File: src/rtl/riscv_pkg.sv
// Shared definitions for the RV64 multicycle control: opcodes, branch
// funct3 codes, datapath select encodings and FSM state encodings.
package riscv_pkg;

    // Major opcodes handled by the control unit
    localparam logic [6:0] OP_LW      = 7'b0000011;
    localparam logic [6:0] OP_SW      = 7'b0100011;
    localparam logic [6:0] OP_ADD_SUB = 7'b0110011;
    localparam logic [6:0] OP_ADDI    = 7'b0010011;
    localparam logic [6:0] OP_BRANCH  = 7'b1100011;
    localparam logic [6:0] OP_JAL     = 7'b1101111;
    localparam logic [6:0] OP_JALR    = 7'b1100111;
    localparam logic [6:0] OP_AUIPC   = 7'b0010111;

    // Branch funct3 codes
    localparam logic [2:0] F3_BEQ  = 3'b000;
    localparam logic [2:0] F3_BNE  = 3'b001;
    localparam logic [2:0] F3_BLT  = 3'b100;
    localparam logic [2:0] F3_BGE  = 3'b101;
    localparam logic [2:0] F3_BLTU = 3'b110;
    localparam logic [2:0] F3_BGEU = 3'b111;

    // Next-PC source
    localparam logic [1:0] SEL_PC_MAIS4 = 2'd0;
    localparam logic [1:0] SEL_PC_IMM   = 2'd1;
    localparam logic [1:0] SEL_PC_ULA   = 2'd2;

    // Register-file write-back source
    localparam logic [1:0] SEL_WB_ULA = 2'd0;
    localparam logic [1:0] SEL_WB_MEM = 2'd1;
    localparam logic [1:0] SEL_WB_PC4 = 2'd2;

    // Immediate format
    localparam logic [2:0] SEL_IMM_I = 3'd0;
    localparam logic [2:0] SEL_IMM_S = 3'd1;
    localparam logic [2:0] SEL_IMM_B = 3'd2;
    localparam logic [2:0] SEL_IMM_U = 3'd3;
    localparam logic [2:0] SEL_IMM_J = 3'd4;

    typedef enum logic [2:0] {
        BUSCA   = 3'd0,
        DECODE  = 3'd1,
        EXEC    = 3'd2,
        MEM     = 3'd3,
        ESCRITA = 3'd4,
        TRAP    = 3'd5
    } estado_t;

    // True for every opcode the FSM knows how to sequence
    function automatic logic opcode_conhecido(input logic [6:0] op);
        case (op)
            OP_LW, OP_SW, OP_ADD_SUB, OP_ADDI,
            OP_BRANCH, OP_JAL, OP_JALR, OP_AUIPC: opcode_conhecido = 1'b1;
            default:                              opcode_conhecido = 1'b0;
        endcase
    endfunction

endpackage

File: src/rtl/decodificador_desvio.sv
// Branch resolver: turns the branch funct3 and the ULA comparison flags
// into a single taken/not-taken decision.
module decodificador_desvio
    import riscv_pkg::*;
(
    input  logic [2:0] funct3_i,
    input  logic       flag_igual_i,
    input  logic       flag_menor_i,
    input  logic       flag_maior_igual_u_i,
    output logic       tomado_o
);

    // Select the comparison matching the branch kind; unknown codes never branch
    always_comb begin
        tomado_o = 1'b0;
        case (funct3_i)
            F3_BEQ:  tomado_o = flag_igual_i;
            F3_BNE:  tomado_o = ~flag_igual_i;
            F3_BLT:  tomado_o = flag_menor_i;
            F3_BGE:  tomado_o = ~flag_menor_i;
            F3_BLTU: tomado_o = ~flag_maior_igual_u_i;
            F3_BGEU: tomado_o = flag_maior_igual_u_i;
            default: tomado_o = 1'b0;
        endcase
    end

endmodule

File: src/rtl/unidade_controle_multiciclo.sv
// Multicycle control FSM for the RV64 core: fetch, decode, execute, memory
// and write-back sequencing, illegal-opcode trap and retired-instruction count.
// All enables are forced low while rst is high so an abandoned instruction
// can never write the register file, memory or PC.
module unidade_controle_multiciclo
    import riscv_pkg::*;
#(
    parameter int XLEN     = 64,
    parameter int CNT_W    = 32,
    parameter bit MEM_WAIT = 1'b1
) (
    input  logic             clk,
    input  logic             rst,
    input  logic [31:0]      instr,
    input  logic             flag_igual,
    input  logic             flag_menor,
    input  logic             flag_maior_igual_u,
    input  logic             mem_pronto,
    output logic             WeIR,
    output logic             WePC,
    output logic [1:0]       sel_pc,
    output logic [4:0]       Ra,
    output logic [4:0]       Rb,
    output logic [4:0]       Rw,
    output logic             WeR,
    output logic [1:0]       sel_wb,
    output logic             WeM,
    output logic             mem_req,
    output logic             subtraindo,
    output logic             imediato,
    output logic             sel_a_pc,
    output logic [2:0]       sel_imm,
    output logic             erro,
    output logic [CNT_W-1:0] retiradas
);

    // The counter wrap point is bounded by the datapath width
    localparam int CMP_W = (CNT_W < XLEN) ? CNT_W : XLEN;
    localparam logic [CNT_W-1:0] CNT_MAX = CNT_W'({CMP_W{1'b1}});

    estado_t          estado_q, estado_d;
    logic             erro_q, erro_d;
    logic [CNT_W-1:0] retiradas_q, retiradas_d;

    logic [6:0] opcode;
    logic [2:0] funct3;
    logic       tomado;
    logic       mem_concluida;
    logic       fase_ula;
    logic       unused_instr;

    assign opcode        = instr[6:0];
    assign funct3        = instr[14:12];
    assign Ra            = instr[19:15];
    assign Rb            = instr[24:20];
    assign Rw            = instr[11:7];
    assign mem_concluida = !MEM_WAIT || mem_pronto;
    assign fase_ula      = (estado_q == EXEC) || (estado_q == MEM) || (estado_q == ESCRITA);
    assign unused_instr  = ^{instr[31], instr[29:25]};
    assign erro          = erro_q;
    assign retiradas     = retiradas_q;

    decodificador_desvio u_desvio (
        .funct3_i             (funct3),
        .flag_igual_i         (flag_igual),
        .flag_menor_i         (flag_menor),
        .flag_maior_igual_u_i (flag_maior_igual_u),
        .tomado_o             (tomado)
    );

    // State, sticky error flag and retired counter, cleared asynchronously
    always_ff @(posedge clk or posedge rst) begin
        if (rst) begin
            estado_q    <= BUSCA;
            erro_q      <= 1'b0;
            retiradas_q <= '0;
        end else begin
            estado_q    <= estado_d;
            erro_q      <= erro_d;
            retiradas_q <= retiradas_d;
        end
    end

    // ULA operand controls, held from EXEC through write-back so the ULA result stays valid
    always_comb begin
        subtraindo = 1'b0;
        imediato   = 1'b0;
        sel_a_pc   = 1'b0;
        sel_imm    = SEL_IMM_I;
        if (!rst && fase_ula) begin
            case (opcode)
                OP_ADD_SUB: subtraindo = instr[30];
                OP_ADDI, OP_LW, OP_JALR: imediato = 1'b1;
                OP_SW: begin
                    imediato = 1'b1;
                    sel_imm  = SEL_IMM_S;
                end
                OP_AUIPC: begin
                    sel_a_pc = 1'b1;
                    imediato = 1'b1;
                    sel_imm  = SEL_IMM_U;
                end
                OP_BRANCH: sel_imm = SEL_IMM_B;
                OP_JAL:    sel_imm = SEL_IMM_J;
                default: ;
            endcase
        end
    end

    // Next state and datapath enables for each phase of the instruction
    always_comb begin
        estado_d = estado_q;
        erro_d   = erro_q;
        WeIR     = 1'b0;
        WePC     = 1'b0;
        sel_pc   = SEL_PC_MAIS4;
        WeR      = 1'b0;
        sel_wb   = SEL_WB_ULA;
        WeM      = 1'b0;
        mem_req  = 1'b0;
        if (!rst) begin
            case (estado_q)
                BUSCA: begin
                    WeIR     = 1'b1;
                    estado_d = DECODE;
                end
                DECODE: begin
                    if (opcode_conhecido(opcode)) begin
                        estado_d = EXEC;
                    end else begin
                        estado_d = TRAP;
                        erro_d   = 1'b1;
                    end
                end
                EXEC: begin
                    case (opcode)
                        OP_BRANCH: begin
                            WePC     = 1'b1;
                            sel_pc   = tomado ? SEL_PC_IMM : SEL_PC_MAIS4;
                            estado_d = BUSCA;
                        end
                        OP_LW, OP_SW: estado_d = MEM;
                        default:      estado_d = ESCRITA;
                    endcase
                end
                MEM: begin
                    mem_req = 1'b1;
                    WeM     = (opcode == OP_SW);
                    if (mem_concluida) begin
                        if (opcode == OP_SW) begin
                            WePC     = 1'b1;
                            estado_d = BUSCA;
                        end else begin
                            estado_d = ESCRITA;
                        end
                    end
                end
                ESCRITA: begin
                    WeR      = (Rw != 5'd0);
                    WePC     = 1'b1;
                    estado_d = BUSCA;
                    case (opcode)
                        OP_LW:   sel_wb = SEL_WB_MEM;
                        OP_JAL: begin
                            sel_wb = SEL_WB_PC4;
                            sel_pc = SEL_PC_IMM;
                        end
                        OP_JALR: begin
                            sel_wb = SEL_WB_PC4;
                            sel_pc = SEL_PC_ULA;
                        end
                        default: ;
                    endcase
                end
                TRAP:    estado_d = TRAP;
                default: estado_d = BUSCA;
            endcase
        end
    end

    // Count one retired instruction per PC update, wrapping at the counter limit
    always_comb begin
        retiradas_d = retiradas_q;
        if (WePC) begin
            retiradas_d = (retiradas_q == CNT_MAX) ? '0 : retiradas_q + 1'b1;
        end
    end

endmodule
File: config.mk
export PLATFORM = sky130hd
export DESIGN_NAME = unidade_controle_multiciclo
export DESIGN_NICKNAME = d
export VERILOG_FILES = /design/src/rtl/riscv_pkg.sv /design/src/rtl/decodificador_desvio.sv /design/src/rtl/unidade_controle_multiciclo.sv
export SDC_FILE = /design/constraint.sdc
export NUM_CORES = 1
export LEC_CHECK = 0
export ABC_AREA = 1
export BUFFER_PORTS_ARGS = -buffer_cell sky130_fd_sc_hd__buf_4
export CAP_MARGIN = 20
export CORE_ASPECT_RATIO = 1.4
export CORE_UTILIZATION = 40
export CTS_CLUSTER_DIAMETER = 40
export CTS_CLUSTER_SIZE = 40
export DETAILED_ROUTE_END_ITERATION = 10
export MAX_ROUTING_LAYER = met4
export PLACE_DENSITY_LB_ADDON = 0.1
export SLEW_MARGIN = 15
export SYNTH_ARGS = -nofsm -noshare
export SYNTH_HDL_FRONTEND = slang
export SYNTH_SLANG_ARGS = --single-unit
File: constraint.sdc
create_clock -name clk -period 4.8 [get_ports clk]
set_clock_uncertainty 0.05 [all_clocks]
set_input_delay 0.96 -clock clk [delete_from_list [all_inputs] [get_ports clk]]
set_output_delay 0.96 -clock clk [all_outputs]
set_load 0.01 [all_outputs]
==> results.py <==
metrics = {
    "worst_setup_path": {
        "worstPathMaxFanout": 60,
        "r2r_end": "retiradas[11]$_DFFE_PP0P_",
        "required_ps": 3790,
        "cp.arrival_ps": 2480,
        "cp-end-kind": "output pin",
        "rr_worst_depth": 10,
        "reg2reg_slack_ps": 2670,
        "crit_buf_inv": 4,
        "cpMostUsedCell": "nand2_1",
        "path_cells": "buf_4, nand2_1, inv_2, nand2_1, nor2_2, nand2_1, nand3_2, nand2_4, clkinv_4, buf_4",
        "worst_path_largest_cell_delay_ps": 490,
        "crit_family": "simple AND/OR/NAND/NOR gates",
        "critPathKind": "in2out",
        "critical_path.startpoint_type": "input port",
        "crit_slowest_cell": "nand2_4",
        "timing.rr.start": "retiradas[0]$_DFFE_PP0P_",
    },
    "cts": {
        "insertion_delay_ps": 290,
        "ctsResizeCount": 0,
        "root_buffer": "clkbuf_8",
        "cts_sinks": 36,
        "post_cts_buffers": 0,
        "clk_pin_slew_worst_paths_ps": 80,
        "clockBufferDepth": 2,
        "postCtsHoldBufs": 0,
        "cts_tree": "built",
        "numCtsBuffers": 5,
        "cts_htree_levels": 2,
    },
    "synth": {
        "ys_ff_latch": 36,
        "ys.flop_type": "dfrtp_1",
        "async_reset_ff_frac": 1.000,
        "synth_common_cells": "nand2_1, nor2_1, dfrtp_1, inv_1, nand3_1",
        "synth_cell_types": 31,
        "ys_seq_area_frac": 0.3037,
        "ys.warnings.count": 0,
        "avgSynthCellArea_sq_um": 6.520,
        "syn_nets": 494,
        "synth_area_sq_mm": 0.002967,
        "synth-edff-count": 0,
        "netlist.area_leader.share": 0.3037,
        "yosys.area.top_type": "dfrtp_1",
        "synth_area_leaders": "dfrtp_1, nand2_1, nor2_1",
        "netlist_instances": 455,
        "yosysMostFrequentCell": "nand2_1",
    },
    "sta": {
        "rsz0062_at_grt": "false",
        "fin_crit_sh": 0.7276,
        "drv_slew": 0,
        "period_minus_slack_ps": 3492,
        "relSlewSlack": 0.5699,
        "finalSetupViolCount": 0,
        "fmax_mhz": 286.3,
        "worst_pin_slew_ps": 644.6,
        "fin_setup_tns_ps": 0,
        "holdWs_ps": 487.5,
        "hold_viol": 0,
    },
    "floorplan": {
        "die_y_microns": 103.9,
        "die_width_microns": 74.79,
        "core-area_sq_mm": 0.007072,
        "ios": 101,
        "start_util": 0.4195,
        "die_area_sq_mm": 0.007770,
        "rows": 36,
    },
    "cells_and_area": {
        "multi_input_area_sq_mm": 0.001707,
        "nNetsFinal": 553,
        "post-route-util": 0.5039,
        "fillers": 737,
        "regArea_sq_um": 900.9,
        "area_growth_pct": 20.12,
        "drive_gt1_frac": 0.2466,
        "diodes": 0,
    },
    "global_routing": {
        "grt_pass1_wl_microns": 12640,
        "grt_overflow_total": 0,
        "antenna_found_initial": 0,
        "grt_pass1_vias": 2771,
        "grt_start_max_net_pins": 61,
        "grt_util_all_layers": 0.2146,
    },
    "power_and_ir_drop": {
        "p_per_area_mw_per_mm2": 408.9,
        "p_leak_nw": 1.626,
        "vdd.ir_drop.worst_v": 0.0002271,
    },
    "routing": {
        "wl_microns": 7537,
        "drt-pass1-iter-count": 4,
        "wl_per_cell_microns": 12.36,
        "via_count": 2920,
        "drt_iter0_markers": 104,
        "drc_errors": 0,
        "antenna_left": 0,
        "viasPerCell": 4.787,
    },
    "min_path": {
        "min_from": "erro$_DFFE_PP0P_",
        "whs_endpoint": "erro$_DFFE_PP0P_",
        "hold_class": "reg2reg",
        "hold_depth": 1,
    },
    "outcome": {
        "outcome": "complete, no violations",
    },
    "run": {
        "maxCapViolCount": 0,
    },
    "place": {
        "port_buffers": 74,
        "gp_congestion": 0.8257,
        "post-dp-hpwl_microns": 5934,
    },
}
[report_power, final]
part           switching (mW)  internal (mW)  total (mW)
registers               0.178          0.401       0.579
logic                   0.324          0.282       0.606
clock network           0.118          0.154       0.272
total                   0.620          0.837        1.46
[worst max-delay path by stage]
| stage | end | cells past startpoint | from |
|---|---|---|---|
| 2_1_floorplan | sel_a_pc | 4 | rst |
| 3_3_place_gp | WePC | 10 | instr[1] |
| 3_5_place_dp | WePC | 10 | instr[1] |
| 4_1_cts | WePC | 10 | instr[1] |
| 5_1_grt | WePC | 10 | instr[1] |
| 6_report | WePC | 10 | instr[1] |
[cell type report]
type                    count  area share
flip-flops and latches     36      0.2528
inverters                  42     0.04565
clock buffers               5     0.01931
repair buffers             75      0.1580
clock inverters             3     0.01194
well taps                  95     0.03336
multi-input cells         354      0.4789
[registers in the layout, indices dropped and copies added (netlist names)]
| signal | count |
|---|---|
| retiradas | 32 |
| estado_q | 3 |
| erro | 1 |
[cell families after synthesis]
kind of cell / Yosys count / share of synthesized area
compound gates: 41 / 0.08140
xor+xnor: 13 / 0.03838
flops: 36 / 0.3037
fa+ha+maj: 1 / 0.004217
simple gates: 299 / 0.4513
buf+inv: 65 / 0.1210
[per-stage QoR]
stage / cell area, sq um / setup WS (ps) / std cells / power [mW]
6_report: 3563 / 1308 / 610 / 1.457
5_1_grt: 3563 / 1117 / 610 / 1.590
4_1_cts: 3563 / 1288 / 610 / 1.474
3_5_place_dp: 3452 / 1290 / 602 / 1.198
3_3_place_gp: 3452 / 1299 / 602 / 1.187
2_1_floorplan: 2967 / 1142 / 455 / 0.9590
[routing by layer]
layer,up-vias,global-route usage,wire length [microns]
met3,8,0.02810,337
met5,-,-,0
met2,78,0.3919,4022
met4,0,0.05930,99
li1,1540,-,-
met1,1294,0.2344,3077
[placed cells by master, fill, tap and decap left out]
master / instances
nand2_1: 155
buf_4: 75
nor2_1: 73
inv_1: 36
dfrtp_1: 36
nand3_1: 29
o21ai_1: 20
nand3_2: 10
xnor2_1: 7
nand2_2: 7
o21ai_2: 7
nor2_2: 6
xor2_1: 6
inv_2: 5
o21ai_0: 5
nor3_1: 5
clkbuf_8: 5
nor2_4: 4
nand4_1: 4
a21oi_1: 4
nand2_4: 2
o21bai_1: 2
nand3b_1: 2
a31oi_1: 2
clkinv_4: 1
nand3_4: 1
or2_2: 1
o211ai_1: 1
ha_1: 1
bufinv_16: 1
clkinvlp_4: 1
clkinv_2: 1
No activity file was read; power rests on OpenSTA's default activity.
